### src/rtl/alu_sequencer.sv
// Four-phase MIPS R-type sequencer driving an external ALU, with a 32-entry register file.
// Define ALU_SEQUENCER_ILLEGAL_CHECK_EN to reject non-ALU instructions (no write, illegal pulse).
module alu_sequencer #(
    parameter int unsigned DATA_W = 32
) (
    input  logic              clock,
    input  logic              reset_n,
    input  logic [31:0]       instr,
    input  logic              instr_valid,
    output logic              instr_ready,
    output logic [2:0]        enable_fsm,
    output logic [5:0]        opcode,
    output logic [5:0]        function_code,
    output logic [DATA_W-1:0] n_in1,
    output logic [DATA_W-1:0] n_in2,
    input  logic [DATA_W-1:0] alu_result,
    output logic              done,
    output logic              illegal,
    input  logic [4:0]        dbg_addr,
    output logic [DATA_W-1:0] dbg_data
);

    typedef enum logic [2:0] {
        StIdle      = 3'b000,
        StDecode    = 3'b001,
        StExecute   = 3'b010,
        StWriteback = 3'b011
    } stateT;

    stateT             stateQ, stateD;
    logic [31:0]       instrQ;
    logic [DATA_W-1:0] regs [32];
    logic [5:0]        opcodeQ, functQ;
    logic [DATA_W-1:0] nIn1Q, nIn2Q;
    logic              doneQ;
    logic              accept, legal, writeEn;
    logic [4:0]        rsAddr, rtAddr, rdAddr;
    logic              unusedShamt;

    assign rsAddr      = instrQ[25:21];
    assign rtAddr      = instrQ[20:16];
    assign rdAddr      = instrQ[15:11];
    assign unusedShamt = ^instrQ[10:6];

    // Gated by reset_n so the handshake stays closed for the whole reset assertion.
    assign instr_ready = reset_n & (stateQ == StIdle);
    assign accept      = instr_valid & instr_ready;

    always_comb begin
        stateD = stateQ;
        case (stateQ)
            StIdle:      if (accept) stateD = StDecode;
            StDecode:    stateD = StExecute;
            StExecute:   stateD = StWriteback;
            StWriteback: stateD = StIdle;
            default:     stateD = StIdle;
        endcase
    end

`ifdef ALU_SEQUENCER_ILLEGAL_CHECK_EN
    logic illegalQ;

    always_comb begin
        legal = 1'b0;
        if (instrQ[31:26] == 6'b000000) begin
            case (instrQ[5:0])
                6'b100000, 6'b100010, 6'b100110, 6'b100100, 6'b100101: legal = 1'b1;
                default: legal = 1'b0;
            endcase
        end
    end

    always_ff @(posedge clock or negedge reset_n) begin
        if (!reset_n) begin
            illegalQ <= 1'b0;
        end else begin
            illegalQ <= (stateQ == StWriteback) && !legal;
        end
    end

    assign illegal = illegalQ;
`else
    assign legal   = 1'b1;
    assign illegal = 1'b0;
`endif

    assign writeEn = (stateQ == StWriteback) && (rdAddr != 5'd0) && legal;

    always_ff @(posedge clock or negedge reset_n) begin
        if (!reset_n) begin
            stateQ  <= StIdle;
            instrQ  <= '0;
            opcodeQ <= '0;
            functQ  <= '0;
            nIn1Q   <= '0;
            nIn2Q   <= '0;
            doneQ   <= 1'b0;
        end else begin
            stateQ <= stateD;
            doneQ  <= (stateQ == StWriteback);
            if (accept) begin
                instrQ <= instr;
            end
            // ALU-facing fields only change here, so they hold through EXECUTE and beyond.
            if (stateQ == StDecode) begin
                opcodeQ <= instrQ[31:26];
                functQ  <= instrQ[5:0];
                nIn1Q   <= regs[rsAddr];
                nIn2Q   <= regs[rtAddr];
            end
        end
    end

    always_ff @(posedge clock or negedge reset_n) begin
        if (!reset_n) begin
            for (int i = 0; i < 32; i++) begin
                regs[i] <= '0;
            end
        end else if (writeEn) begin
            regs[rdAddr] <= alu_result;
        end
    end

    assign enable_fsm    = stateQ;
    assign opcode        = opcodeQ;
    assign function_code = functQ;
    assign n_in1         = nIn1Q;
    assign n_in2         = nIn2Q;
    assign done          = doneQ;
    assign dbg_data      = regs[dbg_addr];

endmodule
### config.mk
export PLATFORM = sky130hd
export DESIGN_NAME = alu_sequencer
export DESIGN_NICKNAME = d
export VERILOG_FILES = /design/src/rtl/alu_sequencer.sv
export SDC_FILE = /design/constraint.sdc
export NUM_CORES = 2
export LEC_CHECK = 0
export ABC_CLOCK_PERIOD_IN_PS = 2600
export CAP_MARGIN = 20
export CORE_ASPECT_RATIO = 2
export CORE_MARGIN = 5
export CORE_UTILIZATION = 58
export CTS_BUF_LIST = sky130_fd_sc_hd__clkbuf_8
export DETAILED_ROUTE_END_ITERATION = 8
export PLACE_DENSITY = 0.76
export SYNTH_ARGS = -nofsm -noshare
export SYNTH_HDL_FRONTEND = slang
export SYNTH_SLANG_ARGS = --single-unit
### constraint.sdc
create_clock -name clock -period 2.6 [get_ports clock]
set_input_delay 0.39 -clock clock [delete_from_list [all_inputs] [get_ports clock]]
set_output_delay 0.39 -clock clock [all_outputs]
set_load 0.03 [all_outputs]
## After elaboration in Yosys (flattened, before gate mapping)

Cells that the tools add are included.

- Register bits: 1,136
- Bits of input ports: 72
- Output and inout bits: 114
- Logic and storage cells: 72

- Magnitude comparators: 5
- Equality and inequality tests: 4
- Multiplexer cells: 14
- Bitwise operators: 6
- Reductions and logical operators: 4

Operator list:

| cell | number |
|---|---|
| bitwise mux 1024 bit | 1 |
| binary-select mux 32 bit (select 5 bit) | 3 |
| two-way mux 32 bit | 7 |
| demux 32 bit (select 5 bit) | 1 |
| greater-or-equal comparator 6 bit, second input constant | 4 |
| inverter 5 -> 6 bit | 4 |
| one-hot mux 3 bit (3 select lines) | 1 |
| equality test 3 x 2 -> 1 bit, second input constant | 2 |
| < comparator 6 x 1 -> 1 bit, second input constant | 1 |
| nonzero test 5 bit | 1 |
| equality test 3 x 1 -> 1 bit, second input constant | 1 |
| zero test 3 bit | 1 |
| two-way mux 3 bit | 1 |
| AND 1 bit | 2 |
| logical AND 1 bit | 2 |
| != test 2 bit, second input constant | 1 |

## Logic depth before layout (Yosys ltp)

- Depth in word-level cells: 6
- Depth in mapped cells: 9
- Gate-level depth less buffers: 7

## Worst setup path before layout

OpenSTA, ideal clock, no wires.

- Path kind: input-to-output
- From: input dbg_addr[0]
- To: output dbg_data[0]
- Arrival: 2.245 ns
- Data required time: 2.210 ns
- Setup slack: -0.035 ns
- Stages on the path: 6
- Path buffers: 3
- Cell sequence: buf_2 -> buf_6 -> buf_2 -> mux4_2 -> mux4_2 -> mux2_2

- Longest elaborated chain between the ends: 4

Ends and longest elaborated chain:

| what | RTL line | RTL |
|---|---|---|
| from (decl) | 19 | `input logic [4:0] dbg_addr,` |
| inverter 5 -> 6 bit (implied by the code) | 130 | `assign dbg_data = regs[dbg_addr];` |
| binary-select mux 32 bit (select 5 bit) | 130 |  |
| two-way mux 32 bit (implied by the code) (2 in a row) | 130 |  |
| to (decl) | 20 | `output logic [DATA_W-1:0] dbg_data` |

No other way between the ends. The select of a mux whose other input is x is not followed.

## Final worst setup path

- From: register regs[819] (netlist name)
- To: output dbg_data[19]

- Longest elaborated chain between the ends: 3

Ends and longest elaborated chain:

| what | RTL line | RTL |
|---|---|---|
| from (decl) | 32 | `logic [DATA_W-1:0] regs [32];` |
| from (signal, indexed assignment) | 120 | `regs[rdAddr] <= alu_result;` |
| binary-select mux 32 bit (select 5 bit) | 130 |  |
| two-way mux 32 bit (implied by the code) (2 in a row) | 130 |  |

No other way between the ends. The select of a mux whose other input is x is not followed.

==> flow_results.xml <==
<?xml version="1.0" encoding="UTF-8"?>
<metrics>
  <group name="timing">
    <metric name="whs" unit="ns">0.0980</metric>
    <metric name="final-setup-viol-count" unit="">32</metric>
    <metric name="fmax" unit="GHz">0.314</metric>
    <metric name="post_route_clock_period_utilization" unit="%">123</metric>
    <metric name="fin_ws" unit="ns">-0.587</metric>
    <metric name="timing.final.crit_period" unit="ns">3.19</metric>
    <metric name="relSlewSlack" unit="%">35.0</metric>
    <metric name="slew_viol_final" unit="">0</metric>
    <metric name="tightest_slew" unit="ns">0.974</metric>
    <metric name="report.final.hold_viol_count" unit="">0</metric>
    <metric name="skew" unit="ns">0.0354</metric>
    <metric name="rsz0062_at_grt" unit="">true</metric>
  </group>
  <group name="finish">
    <metric name="final_cells" unit="">7075</metric>
    <metric name="fill_cells" unit="">8064</metric>
    <metric name="layout-drive-gt1-share" unit="%">42.8</metric>
    <metric name="final_area" unit="um2">78400</metric>
    <metric name="syn_to_final_growth" unit="%">17.5</metric>
    <metric name="nNetsFinal" unit="">5500</metric>
  </group>
  <group name="synth">
    <metric name="synth_top_family_by_area" unit="">multiplexers</metric>
    <metric name="yosys_most_used_dff" unit="">sky130_fd_sc_hd__dfrtp_1</metric>
    <metric name="ys_seq_elements" unit="">1130</metric>
    <metric name="synthMuxAreaShare" unit="%">45.2</metric>
    <metric name="synth_compound_area_share" unit="%">7.70</metric>
    <metric name="synth.avg_cell_area" unit="um2">13.1</metric>
    <metric name="ys_async_rst_share" unit="%">100</metric>
    <metric name="yosys_warnings" unit="">0</metric>
    <metric name="post_synth_fa_ha_maj_area_fraction" unit="%">0.0750</metric>
    <metric name="syn_inst_count" unit="">5075</metric>
    <metric name="synthXorXnorAreaFrac" unit="%">0</metric>
    <metric name="synthSimpleGateAreaFrac" unit="%">1.11</metric>
    <metric name="share_of_synthesized_area_occupied_by_flip_flops_and_latches" unit="%">42.4</metric>
    <metric name="synth_edf_count" unit="">0</metric>
    <metric name="synth_cell_types" unit="">30</metric>
    <metric name="synthesis.area" unit="um2">66700</metric>
  </group>
  <group name="hold_path">
    <metric name="hold_path_class" unit="">input pin to flop</metric>
  </group>
  <group name="status">
    <metric name="outcome" unit="">finished with violations</metric>
    <metric name="failing_checks" unit="">setup timing</metric>
  </group>
  <group name="placement">
    <metric name="port_buffers" unit="">178</metric>
    <metric name="placed_area" unit="um2">73200</metric>
    <metric name="detailedPlacementHpwl" unit="um">142000</metric>
    <metric name="placed_cells_incl_taps" unit="">6579</metric>
    <metric name="place.gp.congestion" unit="">0.937</metric>
  </group>
  <group name="critical_path">
    <metric name="timing_worst_setup_path_type" unit="">flop to primary output</metric>
    <metric name="crit_required" unit="ns">2.21</metric>
    <metric name="worstPathMaxFanout" unit="">4</metric>
    <metric name="worst-endpoint-arrival" unit="ns">2.80</metric>
    <metric name="startpoint_type" unit="">flop</metric>
    <metric name="crit_end_category" unit="">primary output</metric>
  </group>
  <group name="floorplan">
    <metric name="placementRows" unit="">176</metric>
    <metric name="core_area" unit="um2">115000</metric>
    <metric name="ioPinCount" unit="">186</metric>
    <metric name="die_area" unit="um2">122000</metric>
    <metric name="floorplan.initialDensity" unit="%">58.1</metric>
    <metric name="die_height" unit="um">490</metric>
    <metric name="die-width" unit="um">250</metric>
  </group>
  <group name="cts">
    <metric name="ctsRootBufferMaster" unit="">sky130_fd_sc_hd__clkbuf_8</metric>
    <metric name="cts_max_path_buffers" unit="">3</metric>
    <metric name="cts_htree_levels" unit="">4</metric>
    <metric name="clock_insertion_delay_worst_skew" unit="ns">0.91</metric>
    <metric name="clock_sinks" unit="">1130</metric>
    <metric name="cts_tree" unit="">built</metric>
    <metric name="numCtsBuffers" unit="">161</metric>
    <metric name="path_clk_slew" unit="ns">0.07</metric>
  </group>
  <group name="global_route">
    <metric name="grt_antenna_before_repair" unit="">10</metric>
    <metric name="grtUsageTotal" unit="%">36.9</metric>
    <metric name="globalRoute.totalOverflow" unit="">0</metric>
    <metric name="pin_count_of_the_biggest_net_entering_global_routing" unit="">173</metric>
    <metric name="grt_pass1_wl" unit="um">340000</metric>
    <metric name="grt-busiest-layer" unit="">met2</metric>
    <metric name="grt.met1_usage" unit="%">43.6</metric>
    <metric name="grt_pass1_vias" unit="">53000</metric>
    <metric name="gr-usage-met3" unit="%">8.59</metric>
    <metric name="grt_use_met2" unit="%">58.2</metric>
  </group>
  <group name="detailed_routing">
    <metric name="number_of_detailed_routing_iterations_run_before_antenna_repair" unit="">6</metric>
    <metric name="detail_route.iter0.violations" unit="">5985</metric>
    <metric name="drc" unit="">0</metric>
    <metric name="postRouteAntennaNets" unit="">0</metric>
    <metric name="wl_per_cell" unit="um">32.6</metric>
    <metric name="vias" unit="">50900</metric>
    <metric name="drt-vias-per-instance" unit="">7.19</metric>
    <metric name="postRouteWirelength" unit="um">231000</metric>
  </group>
  <group name="power">
    <metric name="powerDensity" unit="nW/um2">1310</metric>
    <metric name="p_leak" unit="nW">35.0</metric>
    <metric name="peakVddDrop" unit="V">0.000798</metric>
  </group>
  <group name="job">
    <metric name="cap_viol_max_count" unit="">0</metric>
  </group>
</metrics>
==> registers in the layout, indices dropped and copies added, names as in the netlist <==
signal         cells
instrQ            27
done               1
enable_fsm         2
regs            1024
opcode             6
function_code      6
n_in1             32
n_in2             32
==> cell families (layout without fill, tap and decap cells) <==
family	after synthesis	count (layout)
buf+inv	566	1044
mux	2471	2471
other cells	1	10
compound gates	770	770
simple gates	133	133
fa+ha+maj	4	4
flops	1130	1130
==> area by class of cell <==
type                       instances  area [um2]  share of cell area [%]
multi-input combinational       3380       36500                    46.6
sequential                      1130       28300                    36.1
timing repair buffer             749        8190                    10.4
clock buffer                     205        2820                    3.60
tap                             1513        1890                    2.41
clock inverter                    88         647                   0.825
antenna                            8        20.0                  0.0255
inverter                           2        7.51                 0.00957
==> metal layers <==
metal  up-vias  wire length [um]
li1      20300                 -
met1     25900             79600
met2      3382            107000
met3      1202             21500
met4         8             22700
met5         -                57
==> cell usage after synthesis (6+ instances only) <==
cell | n | area (um2)
sky130_fd_sc_hd__mux4_2 | 320 | 7210
sky130_fd_sc_hd__dfrtp_1 | 1130 | 28300
sky130_fd_sc_hd__a22oi_1 | 512 | 3840
sky130_fd_sc_hd__mux2_2 | 1127 | 12700
sky130_fd_sc_hd__clkbuf_1 | 345 | 1290
sky130_fd_sc_hd__buf_4 | 6 | 45.0
sky130_fd_sc_hd__mux2i_1 | 1024 | 10200
sky130_fd_sc_hd__buf_2 | 143 | 716
sky130_fd_sc_hd__buf_1 | 67 | 251
sky130_fd_sc_hd__a21oi_1 | 256 | 1280
sky130_fd_sc_hd__nand2_1 | 21 | 78.8
sky130_fd_sc_hd__nor4_1 | 64 | 400
sky130_fd_sc_hd__nor2_1 | 20 | 75.1
==> power by group <==
group / internal (W) / switching (W)
clock: 0.00794 / 0.00733
sequential: 0.0252 / 0.00797
combinational: 0.0273 / 0.0269
==> path summary, 6_finish.rpt <==
kind	startpoint	end	slack, ns	cells past startpoint
max	regs[819]$_DFFE_PN0P_	dbg_data[19]	-0.59	4
min	instr[3]	instrQ[3]$_DFFE_PN0P_	0.1	2
max reg2reg	instrQ[15]$_DFFE_PN0P_	regs[907]$_DFFE_PN0P_	0.04	4
min reg2reg	regs[1023]$_DFFE_PN0P_	regs[1023]$_DFFE_PN0P_	0.43	0
max in group asynchronous	reset_n	regs[546]$_DFFE_PN0P_	1.07	3
min in group asynchronous	reset_n	regs[286]$_DFFE_PN0P_	0.29	3
==> worst max-delay path, stage by stage, from the launching register on <==
cell and delay (ns):
sky130_fd_sc_hd__dfrtp_1 0.43, sky130_fd_sc_hd__mux4_2 0.48, sky130_fd_sc_hd__mux4_2 0.49, sky130_fd_sc_hd__mux2_4 0.34
sky130_fd_sc_hd__buf_6 0.15
==> placed cells by master, fill, tap and decap left out, types with 139 or more instances in the layout <==
cell                                 n
sky130_fd_sc_hd__mux2_2           1095
sky130_fd_sc_hd__mux4_2            320
sky130_fd_sc_hd__a22oi_1           512
sky130_fd_sc_hd__clkbuf_8          205
sky130_fd_sc_hd__dfrtp_1          1127
sky130_fd_sc_hd__buf_12            165
sky130_fd_sc_hd__buf_4             407
sky130_fd_sc_hd__mux2i_1          1024
sky130_fd_sc_hd__clkdlybuf4s50_1   139
sky130_fd_sc_hd__a21oi_1           256
==> stage by stage <==
stage / setup slack [ns] / util (%) / power (W) / TNS, ns
after floorplan: -0.0297 / - / 0.0644 / -0.915
after global placement: -0.285 / 63.8 / 0.0818 / -7.55
after detailed placement: -0.293 / 63.8 / 0.0834 / -7.77
after CTS: -0.641 / 68.0 / 0.101 / -18.66
after global routing: -0.653 / 68.3 / 0.107 / -19.30
final: -0.587 / 68.3 / 0.103 / -17.29
==> what timing repair did <==
action                                  4_1_cts  5_1_grt
hold buffers                                  2        0
gates resized for setup                      66        7
endpoints found under the setup margin       33       53
endpoints found under the hold margin       605        0
setup buffers                               148       45
(Power assumes the default switching activity.)
